File: config.mk
export PLATFORM = sky130hd
export DESIGN_NAME = addr_decode_router_flat
export DESIGN_NICKNAME = d
export VERILOG_FILES = /design/src/rtl/addr_decode_router_pkg.sv /design/src/rtl/addr_decode_router_if.sv /design/src/rtl/addr_decode_router_fifo.sv /design/src/rtl/addr_decode_router.sv /design/src/flat_wrapper.sv
export SDC_FILE = /design/constraint.sdc
export NUM_CORES = 1
export LEC_CHECK = 0
export BUFFER_PORTS_ARGS = -buffer_cell sky130_fd_sc_hd__buf_2
export CAP_MARGIN = 0
export CORE_MARGIN = 2
export CORE_UTILIZATION = 52
export DETAILED_ROUTE_END_ITERATION = 10
export GPL_TIMING_DRIVEN = 0
export PLACE_DENSITY = 0.88
export SKIP_LAST_GASP = 1
export SYNTH_ARGS = -nofsm -noshare
export SYNTH_HDL_FRONTEND = slang
export SYNTH_SLANG_ARGS = --single-unit
File: constraint.sdc
create_clock -name clk -period 5.35 [get_ports clk]
set_input_delay 0.535 -clock clk [delete_from_list [all_inputs] [get_ports clk]]
set_output_delay 0.535 -clock clk [all_outputs]
set_load 0.02 [all_outputs]
File: src/rtl/addr_decode_router_pkg.sv
// addr_decode_router_pkg: shared chip address schema, target classes and decoded-request type
// Also holds the decode_addr helper used by the router.
package addr_decode_router_pkg;
  localparam int ADDR_WIDTH = 27;
  localparam int OFFSET_WIDTH = 23;
  typedef enum logic [1:0] {ZAP_MEM, ZAP_CSR, NON_ZAP, RACK} tgt_class_e;
  typedef enum logic {ADDR_TYPE_MEM, ADDR_TYPE_CSR} addr_type_e;
  typedef logic [2:0] rack_id_t;
  typedef logic [2:0] rack_block_inst_id_t;
  typedef enum logic [2:0] {ZAP0, ZAP1, ZAP2, ZAP3, ZAP4, ZAP5, ZAP6, ZAP7} rack_zap_id_e;
  typedef enum logic [3:0] {
    ZBLK_RSVD0, ZBLK_CTRL, ZBLK_DMA, ZBLK_SCHED, ZBLK_L1, ZBLK_L2, ZBLK_MAC, ZBLK_VEC,
    ZBLK_SFU, ZBLK_NOC, ZBLK_TRACE, ZBLK_PMU, ZBLK_FUSE, ZBLK_RSVD13, ZBLK_RSVD14, ZBLK_RSVD15
  } zap_block_id_e;
  typedef enum logic [2:0] {
    NZ_SYS, NZ_DDR, NZ_PCIE, NZ_RSVD3, NZ_ETH, NZ_DBG, NZ_RACK_ID, NZ_MGMT
  } non_zap_block_id_e;
  typedef enum logic [1:0] {RBLK_ICE, RBLK_CRY, RBLK_PWR, RBLK_RSVD3} rack_block_id_e;
  typedef struct packed {
    logic         is_zap;
    addr_type_e   typ;
    rack_id_t     rack;
    rack_zap_id_e zap;
    logic [18:0]  offset;
  } zap_addr_t;
  typedef struct packed {
    logic          is_zap;
    addr_type_e    typ;
    rack_id_t      rack;
    rack_zap_id_e  zap;
    zap_block_id_e blk;
    logic [14:0]   offset;
  } zap_csr_addr_t;
  typedef struct packed {
    logic              is_zap;
    non_zap_block_id_e blk;
    logic [22:0]       offset;
  } non_zap_addr_t;
  typedef struct packed {
    logic                is_zap;
    non_zap_block_id_e   blk;
    rack_id_t            rack;
    rack_block_id_e      rblk;
    rack_block_inst_id_t inst;
    logic [14:0]         offset;
  } rack_addr_t;
  typedef union packed {
    zap_addr_t     zap;
    zap_csr_addr_t csr;
    non_zap_addr_t nz;
    rack_addr_t    rack;
  } addr_t;
  typedef struct packed {
    tgt_class_e              cls;
    logic [3:0]              blk;
    rack_id_t                rack;
    logic [2:0]              zap;
    rack_block_inst_id_t     inst;
    logic [OFFSET_WIDTH-1:0] offset;
    logic                    err;
  } dec_req_t;
  // Fields that do not exist for a class stay zero so the tgt outputs are zero-extended.
  function automatic dec_req_t decode_addr(addr_t a);
    dec_req_t d;
    d = '0;
    if (a.zap.is_zap) begin
      d.rack = a.zap.rack;
      d.zap = a.zap.zap;
      if (a.zap.typ == ADDR_TYPE_CSR) begin
        d.cls = ZAP_CSR;
        d.blk = a.csr.blk;
        d.offset = OFFSET_WIDTH'(a.csr.offset);
        d.err = a.csr.blk == ZBLK_RSVD0 || a.csr.blk > ZBLK_FUSE;
      end else begin
        d.cls = ZAP_MEM;
        d.offset = OFFSET_WIDTH'(a.zap.offset);
      end
    end else if (a.nz.blk == NZ_RACK_ID) begin
      d.cls = RACK;
      d.blk = 4'(a.rack.rblk);
      d.rack = a.rack.rack;
      d.inst = a.rack.inst;
      d.offset = OFFSET_WIDTH'(a.rack.offset);
      d.err = a.rack.rblk == RBLK_RSVD3 || (a.rack.rblk == RBLK_ICE && a.rack.inst != '0);
    end else begin
      d.cls = NON_ZAP;
      d.blk = 4'(a.nz.blk);
      d.offset = a.nz.offset;
      d.err = a.nz.blk == NZ_RSVD3;
    end
    return d;
  endfunction
endpackage

File: src/rtl/addr_decode_router_if.sv
// addr_decode_router_if: upstream request/response and downstream target bus bundle
// slave: router view (accepts req, drives tgt, returns rsp); master: the surrounding bus/targets.
interface addr_decode_router_if #(
  parameter int ADDR_WIDTH = 27,
  parameter int DATA_WIDTH = 32
);
  logic                  req_vld;
  logic                  req_rdy;
  logic [ADDR_WIDTH-1:0] req_addr;
  logic                  req_wr;
  logic [DATA_WIDTH-1:0] req_wdata;
  logic                  tgt_vld;
  logic                  tgt_rdy;
  logic [1:0]            tgt_class;
  logic [3:0]            tgt_blk;
  logic [2:0]            tgt_rack;
  logic [2:0]            tgt_zap;
  logic [2:0]            tgt_inst;
  logic [22:0]           tgt_offset;
  logic                  tgt_wr;
  logic [DATA_WIDTH-1:0] tgt_wdata;
  logic                  tgt_rsp_vld;
  logic                  tgt_rsp_rdy;
  logic [DATA_WIDTH-1:0] tgt_rsp_rdata;
  logic                  tgt_rsp_err;
  logic                  rsp_vld;
  logic                  rsp_rdy;
  logic [DATA_WIDTH-1:0] rsp_rdata;
  logic                  rsp_err;
  modport slave (
    input  req_vld, req_addr, req_wr, req_wdata, tgt_rdy,
    input  tgt_rsp_vld, tgt_rsp_rdata, tgt_rsp_err, rsp_rdy,
    output req_rdy, tgt_vld, tgt_class, tgt_blk, tgt_rack, tgt_zap, tgt_inst, tgt_offset,
    output tgt_wr, tgt_wdata, tgt_rsp_rdy, rsp_vld, rsp_rdata, rsp_err
  );
  modport master (
    output req_vld, req_addr, req_wr, req_wdata, tgt_rdy,
    output tgt_rsp_vld, tgt_rsp_rdata, tgt_rsp_err, rsp_rdy,
    input  req_rdy, tgt_vld, tgt_class, tgt_blk, tgt_rack, tgt_zap, tgt_inst, tgt_offset,
    input  tgt_wr, tgt_wdata, tgt_rsp_rdy, rsp_vld, rsp_rdata, rsp_err
  );
endinterface

File: src/rtl/addr_decode_router_fifo.sv
// addr_order_fifo: DEPTH x 1-bit order FIFO, one bit per outstanding request (1 = local error)
// Ports: clk, rst (async, high), push/din, pop/dout (head), full, empty.
// Push while full is legal only together with a pop; the caller guarantees that.
module addr_order_fifo #(
  parameter int DEPTH = 8
) (
  input  logic clk,
  input  logic rst,
  input  logic push,
  input  logic din,
  input  logic pop,
  output logic dout,
  output logic full,
  output logic empty
);
  localparam int AW = $clog2(DEPTH);
  logic [DEPTH-1:0] mem;
  logic [AW-1:0] wr_ptr, rd_ptr;
  logic [AW:0] cnt;
  assign dout = mem[rd_ptr];
  assign full = cnt == (AW+1)'(DEPTH);
  assign empty = cnt == '0;
  always_ff @(posedge clk or posedge rst) begin
    if (rst) begin
      mem <= '0;
      wr_ptr <= '0;
      rd_ptr <= '0;
      cnt <= '0;
    end else begin
      if (push) begin
        mem[wr_ptr] <= din;
        wr_ptr <= wr_ptr == AW'(DEPTH - 1) ? '0 : wr_ptr + AW'(1);
      end
      if (pop) rd_ptr <= rd_ptr == AW'(DEPTH - 1) ? '0 : rd_ptr + AW'(1);
      cnt <= cnt + (AW+1)'(push) - (AW+1)'(pop);
    end
  end
endmodule

File: src/rtl/addr_decode_router.sv
// addr_decode_router: decodes upstream requests into target classes/fields, errors unmapped ones locally, keeps responses in order
// Ports: clk, rst (async, high); bus (slave modport: req_*, tgt_*, tgt_rsp_*, rsp_*);
//        stray_rsp (sticky, response seen with nothing outstanding); dec_err_cnt (saturating local-error count).
module addr_decode_router #(
  parameter int ADDR_WIDTH = 27,
  parameter int DATA_WIDTH = 32,
  parameter int MAX_OUTST = 8
) (
  input  logic                 clk,
  input  logic                 rst,
  addr_decode_router_if.slave  bus,
  output logic                 stray_rsp,
  output logic [15:0]          dec_err_cnt
);
  import addr_decode_router_pkg::*;
  dec_req_t dec;
  logic full, empty, head, pop, accept;
  assign dec = decode_addr(addr_t'(bus.req_addr[ADDR_WIDTH-1:0]));
  // Head bit picks the response source: 1 = answer locally, 0 = forward the target response.
  always_comb begin
    pop = !empty && bus.rsp_rdy && (head || bus.tgt_rsp_vld);
    bus.req_rdy = (!full || pop) && (dec.err || !bus.tgt_vld || bus.tgt_rdy);
    accept = bus.req_vld && bus.req_rdy;
    bus.rsp_vld = !empty && (head || bus.tgt_rsp_vld);
    bus.rsp_err = !empty && (head || bus.tgt_rsp_err);
    bus.rsp_rdata = (empty || head) ? {DATA_WIDTH{1'b0}} : bus.tgt_rsp_rdata;
    bus.tgt_rsp_rdy = !empty && !head && bus.rsp_rdy;
  end
  addr_order_fifo #(.DEPTH(MAX_OUTST)) u_order_fifo (
    .clk(clk),
    .rst(rst),
    .push(accept),
    .din(dec.err),
    .pop(pop),
    .dout(head),
    .full(full),
    .empty(empty)
  );
  always_ff @(posedge clk or posedge rst) begin
    if (rst) begin
      bus.tgt_vld <= 1'b0;
      bus.tgt_class <= '0;
      bus.tgt_blk <= '0;
      bus.tgt_rack <= '0;
      bus.tgt_zap <= '0;
      bus.tgt_inst <= '0;
      bus.tgt_offset <= '0;
      bus.tgt_wr <= 1'b0;
      bus.tgt_wdata <= '0;
    end else if (accept && !dec.err) begin
      bus.tgt_vld <= 1'b1;
      bus.tgt_class <= dec.cls;
      bus.tgt_blk <= dec.blk;
      bus.tgt_rack <= dec.rack;
      bus.tgt_zap <= dec.zap;
      bus.tgt_inst <= dec.inst;
      bus.tgt_offset <= dec.offset;
      bus.tgt_wr <= bus.req_wr;
      bus.tgt_wdata <= bus.req_wdata;
    end else if (bus.tgt_rdy) begin
      bus.tgt_vld <= 1'b0;
    end
  end
  always_ff @(posedge clk or posedge rst) begin
    if (rst) begin
      stray_rsp <= 1'b0;
      dec_err_cnt <= '0;
    end else begin
      if (empty && bus.tgt_rsp_vld) stray_rsp <= 1'b1;
      if (accept && dec.err && dec_err_cnt != 16'hFFFF) dec_err_cnt <= dec_err_cnt + 16'd1;
    end
  end
endmodule

File: src/flat_wrapper.sv
// flat-port wrapper written by rule: the top's interface ports become plain ports
module addr_decode_router_flat import addr_decode_router_pkg::*;
#(
  parameter int ADDR_WIDTH = 27,
  parameter int DATA_WIDTH = 32,
  parameter int MAX_OUTST = 8
)
  (clk, rst, stray_rsp, dec_err_cnt, bus_req_vld, bus_req_addr, bus_req_wr, bus_req_wdata, bus_tgt_rdy, bus_tgt_rsp_vld, bus_tgt_rsp_rdata, bus_tgt_rsp_err, bus_rsp_rdy, bus_req_rdy, bus_tgt_vld, bus_tgt_class, bus_tgt_blk, bus_tgt_rack, bus_tgt_zap, bus_tgt_inst, bus_tgt_offset, bus_tgt_wr, bus_tgt_wdata, bus_tgt_rsp_rdy, bus_rsp_vld, bus_rsp_rdata, bus_rsp_err);
  addr_decode_router_if #(.ADDR_WIDTH(ADDR_WIDTH), .DATA_WIDTH(DATA_WIDTH)) bus_i ();
  input  logic clk;
  input  logic rst;
  output logic stray_rsp;
  output logic [15:0] dec_err_cnt;
  input wire logic [$bits(bus_i.req_vld)-1:0] bus_req_vld;
  input wire logic [$bits(bus_i.req_addr)-1:0] bus_req_addr;
  input wire logic [$bits(bus_i.req_wr)-1:0] bus_req_wr;
  input wire logic [$bits(bus_i.req_wdata)-1:0] bus_req_wdata;
  input wire logic [$bits(bus_i.tgt_rdy)-1:0] bus_tgt_rdy;
  input wire logic [$bits(bus_i.tgt_rsp_vld)-1:0] bus_tgt_rsp_vld;
  input wire logic [$bits(bus_i.tgt_rsp_rdata)-1:0] bus_tgt_rsp_rdata;
  input wire logic [$bits(bus_i.tgt_rsp_err)-1:0] bus_tgt_rsp_err;
  input wire logic [$bits(bus_i.rsp_rdy)-1:0] bus_rsp_rdy;
  output wire logic [$bits(bus_i.req_rdy)-1:0] bus_req_rdy;
  output wire logic [$bits(bus_i.tgt_vld)-1:0] bus_tgt_vld;
  output wire logic [$bits(bus_i.tgt_class)-1:0] bus_tgt_class;
  output wire logic [$bits(bus_i.tgt_blk)-1:0] bus_tgt_blk;
  output wire logic [$bits(bus_i.tgt_rack)-1:0] bus_tgt_rack;
  output wire logic [$bits(bus_i.tgt_zap)-1:0] bus_tgt_zap;
  output wire logic [$bits(bus_i.tgt_inst)-1:0] bus_tgt_inst;
  output wire logic [$bits(bus_i.tgt_offset)-1:0] bus_tgt_offset;
  output wire logic [$bits(bus_i.tgt_wr)-1:0] bus_tgt_wr;
  output wire logic [$bits(bus_i.tgt_wdata)-1:0] bus_tgt_wdata;
  output wire logic [$bits(bus_i.tgt_rsp_rdy)-1:0] bus_tgt_rsp_rdy;
  output wire logic [$bits(bus_i.rsp_vld)-1:0] bus_rsp_vld;
  output wire logic [$bits(bus_i.rsp_rdata)-1:0] bus_rsp_rdata;
  output wire logic [$bits(bus_i.rsp_err)-1:0] bus_rsp_err;
  assign bus_i.req_vld = bus_req_vld;
  assign bus_i.req_addr = bus_req_addr;
  assign bus_i.req_wr = bus_req_wr;
  assign bus_i.req_wdata = bus_req_wdata;
  assign bus_i.tgt_rdy = bus_tgt_rdy;
  assign bus_i.tgt_rsp_vld = bus_tgt_rsp_vld;
  assign bus_i.tgt_rsp_rdata = bus_tgt_rsp_rdata;
  assign bus_i.tgt_rsp_err = bus_tgt_rsp_err;
  assign bus_i.rsp_rdy = bus_rsp_rdy;
  assign bus_req_rdy = bus_i.req_rdy;
  assign bus_tgt_vld = bus_i.tgt_vld;
  assign bus_tgt_class = bus_i.tgt_class;
  assign bus_tgt_blk = bus_i.tgt_blk;
  assign bus_tgt_rack = bus_i.tgt_rack;
  assign bus_tgt_zap = bus_i.tgt_zap;
  assign bus_tgt_inst = bus_i.tgt_inst;
  assign bus_tgt_offset = bus_i.tgt_offset;
  assign bus_tgt_wr = bus_i.tgt_wr;
  assign bus_tgt_wdata = bus_i.tgt_wdata;
  assign bus_tgt_rsp_rdy = bus_i.tgt_rsp_rdy;
  assign bus_rsp_vld = bus_i.rsp_vld;
  assign bus_rsp_rdata = bus_i.rsp_rdata;
  assign bus_rsp_err = bus_i.rsp_err;
  addr_decode_router #(.ADDR_WIDTH(ADDR_WIDTH), .DATA_WIDTH(DATA_WIDTH), .MAX_OUTST(MAX_OUTST)) u_core (.clk(clk), .rst(rst), .bus(bus_i), .stray_rsp(stray_rsp), .dec_err_cnt(dec_err_cnt));
endmodule
==> summary.txt <==
CP top delay family: compound AO/OA/AOI/OAI gates
R2R Path End: u_core.u_order_fifo.cnt[2]
Req. time, crit path: 4.82 ns
Top-count cell post-synth: dfrtp_1
Post-CTS setup buffers: 0
Period utilisation layout: 68.9%
1st-pass router iterations: 4
Total wire length: 13400 um
Initial core utilization: 52.8%
Cells after synthesis: 441
Layout Cells excl Fill: 815
Total power: 3.53 mW
DRC: 0
IO Pins: 224
DIE AREA: 0.0112 mm^2
Commonest cells post-synth: dfrtp_1 (107), mux2_4 (52), and3_1 (37)
Worst EP arrival: 3.15 ns
Critical path buffers and inverters: 4
Root Driver: clkbuf_8
CP dominant cell by count: buf_2
Placed cells: 799
Clock buffer count from CTS: 9
Power per Cell Area: 513 mW/mm^2
Final hold viol count: 0
Rows: 37
Max Freq: 0.271 GHz
R2R setup slack: 2.17 ns
R2R cell count: 11
Worst slew margin: 36.3%
DR vias/cell: 5.34
Drt wl/cell: 16.5 um
Die X-Extent: 106 um
CTS-repair resized insts: 0
Mapped Nets: 552
Worst path max stage delay: 0.79 ns
Critical path peak fanout: 10
Slew @ Worst Pin: 0.953 ns
Syn Area/Cell: 12.2 um^2
Aggregate global-route resource usage: 24.4%
Yosys top cell by area: dfrtp_1
Crit path cell chain: buf_2, and2b_1, a311oi_1, o32ai_1, buf_2, clkbuf_1, nor2_1, a211oi_1, buf_2
Asr flop ratio synth: 100%
Routed Antenna Nets: 0
Crit end category: primary output
Share of post-route cells with drive strength above 1: 48.0%
Worst-case clock buffer depth: 2
Final TNS setup: 0 ns
Clk sinks: 107
DR vias: 4356
Synth cell types: 49
Global route total overflow: 0
Number of diodes: 0
Synthesis Warnings: 0
Leak Pwr: 3.71 nW
Die Ht: 106 um
Min-delay worst type: in2async
Minimum clock period: 3.68 ns
Synthesized area: 0.00538 mm^2
Gpl congestion: 0.954
First DRT Iteration DRCs: 290
Largest net degree at the start of global routing: 65
CTS tree: built
Ys flop type: dfrtp_1
Port Buffers: 221
Number of synthesized register bits: 107
Max-Cap Viols: 0
Critical Path Start Type: input port
EDFF count, synth: 0
Top cell type's share of synthesized area: 49.8%
Critical-path top delay cell: o32ai_1
Synth area leaders: dfrtp_1 (50%), mux2_4 (15%), and3_1 (4.3%)
Initial antenna violation count: 0
Worst-path clk slew: 0.11 ns
Sequential area share after synthesis: 49.8%
Filler cells: 769
Worst hold slack: 0.203 ns
Unrepaired setup endpoints after global routing: no
P&R area growth vs syn: 27.7%
Global-route wire length before repair: 21700 um
Setup ws final: 1.67 ns
# hold bufs at CTS: 0
Nets@finish: 785
Core ar.: 0.0102 mm^2
Worst skew pair latency: 0.39 ns
Slew Limit Fails: 0
CTS H-tree depth: 3
Place WS: 1.70 ns
Status: completed
DP Wirelength: 10300 um
Worst Setup Path Type: in2out
Clock Skew: 0.0148 ns
Final setup viols: 0
RR Startpoint: u_core.u_order_fifo.rd_ptr[0]
Worst VDD drop: 0.348 mV
Vias in the first global route: 4389
==> through the flow <==
stage | utilization [%] | cell area, um^2
6_report | 67.5 | 6870
5_1_grt | 67.5 | 6870
4_1_cts | 67.5 | 6870
3_5_place_dp | 65.7 | 6690
3_3_place_gp | 65.4 | 6660
2_1_floorplan | - | 5380
==> cell usage in the layout, fill, tap and decap left out, drive strengths merged, types with 2 or more instances in the layout <==
master | Yosys | layout
o21ai | 6 | 6
dfrtp | 107 | 107
a2111oi | 2 | 2
clkinvlp | 0 | 2
mux2 | 69 | 69
o21a | 2 | 2
nor2 | 12 | 12
clkbuf | 11 | 21
nand3 | 11 | 11
nor4 | 2 | 2
inv | 31 | 33
nor2b | 6 | 6
a211oi | 2 | 2
xnor2 | 15 | 15
nand4 | 10 | 10
nor3 | 3 | 3
buf | 14 | 236
o211ai | 2 | 2
ha | 11 | 11
o2111ai | 6 | 6
a21oi | 7 | 7
and2 | 2 | 2
a22o | 2 | 2
mux2i | 21 | 21
and3 | 37 | 37
clkinv | 0 | 2
nand2 | 29 | 29
xor2 | 2 | 2
or3b | 2 | 2
==> worst max-delay path by stage <==
stage	slack, ns	from	cells after the start	to
after floorplan	2.00	rst	1	u_core.bus.tgt_blk[0]
after global placement	1.03	rst	2	u_core.bus.tgt_wdata[12]
after detailed placement	1.70	bus_req_addr[23]	9	bus_req_rdy
after CTS	1.68	bus_req_addr[23]	9	bus_req_rdy
after global routing	1.41	bus_req_addr[23]	9	bus_req_rdy
final	1.67	bus_req_addr[23]	9	bus_req_rdy
==> registers in the layout, summed over array words and instances (netlist names) <==
name	count
u_core.dec_err_cnt	16
u_core.bus.tgt_wdata	32
u_core.bus.tgt_rack	3
u_core.bus.tgt_vld	1
u_core.bus.tgt_blk	4
u_core.stray_rsp	1
u_core.bus.tgt_offset	23
u_core.bus.tgt_class	2
u_core.u_order_fifo.wr_ptr	3
u_core.u_order_fifo.mem	8
u_core.u_order_fifo.cnt	4
u_core.bus.tgt_wr	1
u_core.bus.tgt_inst	3
u_core.bus.tgt_zap	3
u_core.u_order_fifo.rd_ptr	3
==> area by class of cell <==
type	count	area, um^2	area share [%]
Clock buffer	10	138	2.00
Inverter	31	119	1.73
Multi-Input combinational cell	278	2440	35.5
Buffer	25	150	2.18
Tap cell	136	170	2.48
Clock inverter	6	48.8	0.710
Sequential cell	107	2680	39.0
Timing Repair Buffer	222	1130	16.5
==> power breakdown <==
part           switching (mW)  internal (mW)  total, mW
clock                   0.289          0.187      0.476
sequential              0.189           1.08       1.27
combinational            1.01          0.772       1.79
total                    1.49           2.04       3.53
==> worst reg2reg max path: stages (launching register included) <==
cell and delay, ns:
dfrtp_1 0.40, buf_4 0.17, mux2i_1 0.12, mux4_2 0.59
a211oi_4 0.40, o21a_1 0.26, inv_1 0.06, ha_1 0.27
inv_1 0.04, ha_1 0.21, fa_1 0.41, xor2_1 0.15
==> routing by layer <==
metal	track usage, %	wire, um	vias up
li1	-	-	2016
met1	30.6	5540	2159
met2	41.8	6970	153
met3	4.82	635	28
met4	9.02	280	0
met5	0	0	-
==> logic make-up after synthesis <==
family,share of synthesized area [%]
AO/OA/AOI/OAI,4.63
AND/OR/NAND/NOR,12.6
buffers and inverters,4.95
adder cells (fa/ha/maj),2.93
XOR/XNOR,2.77
multiplexers,22.4
flip-flops,49.8
(Power assumes the default switching activity.)
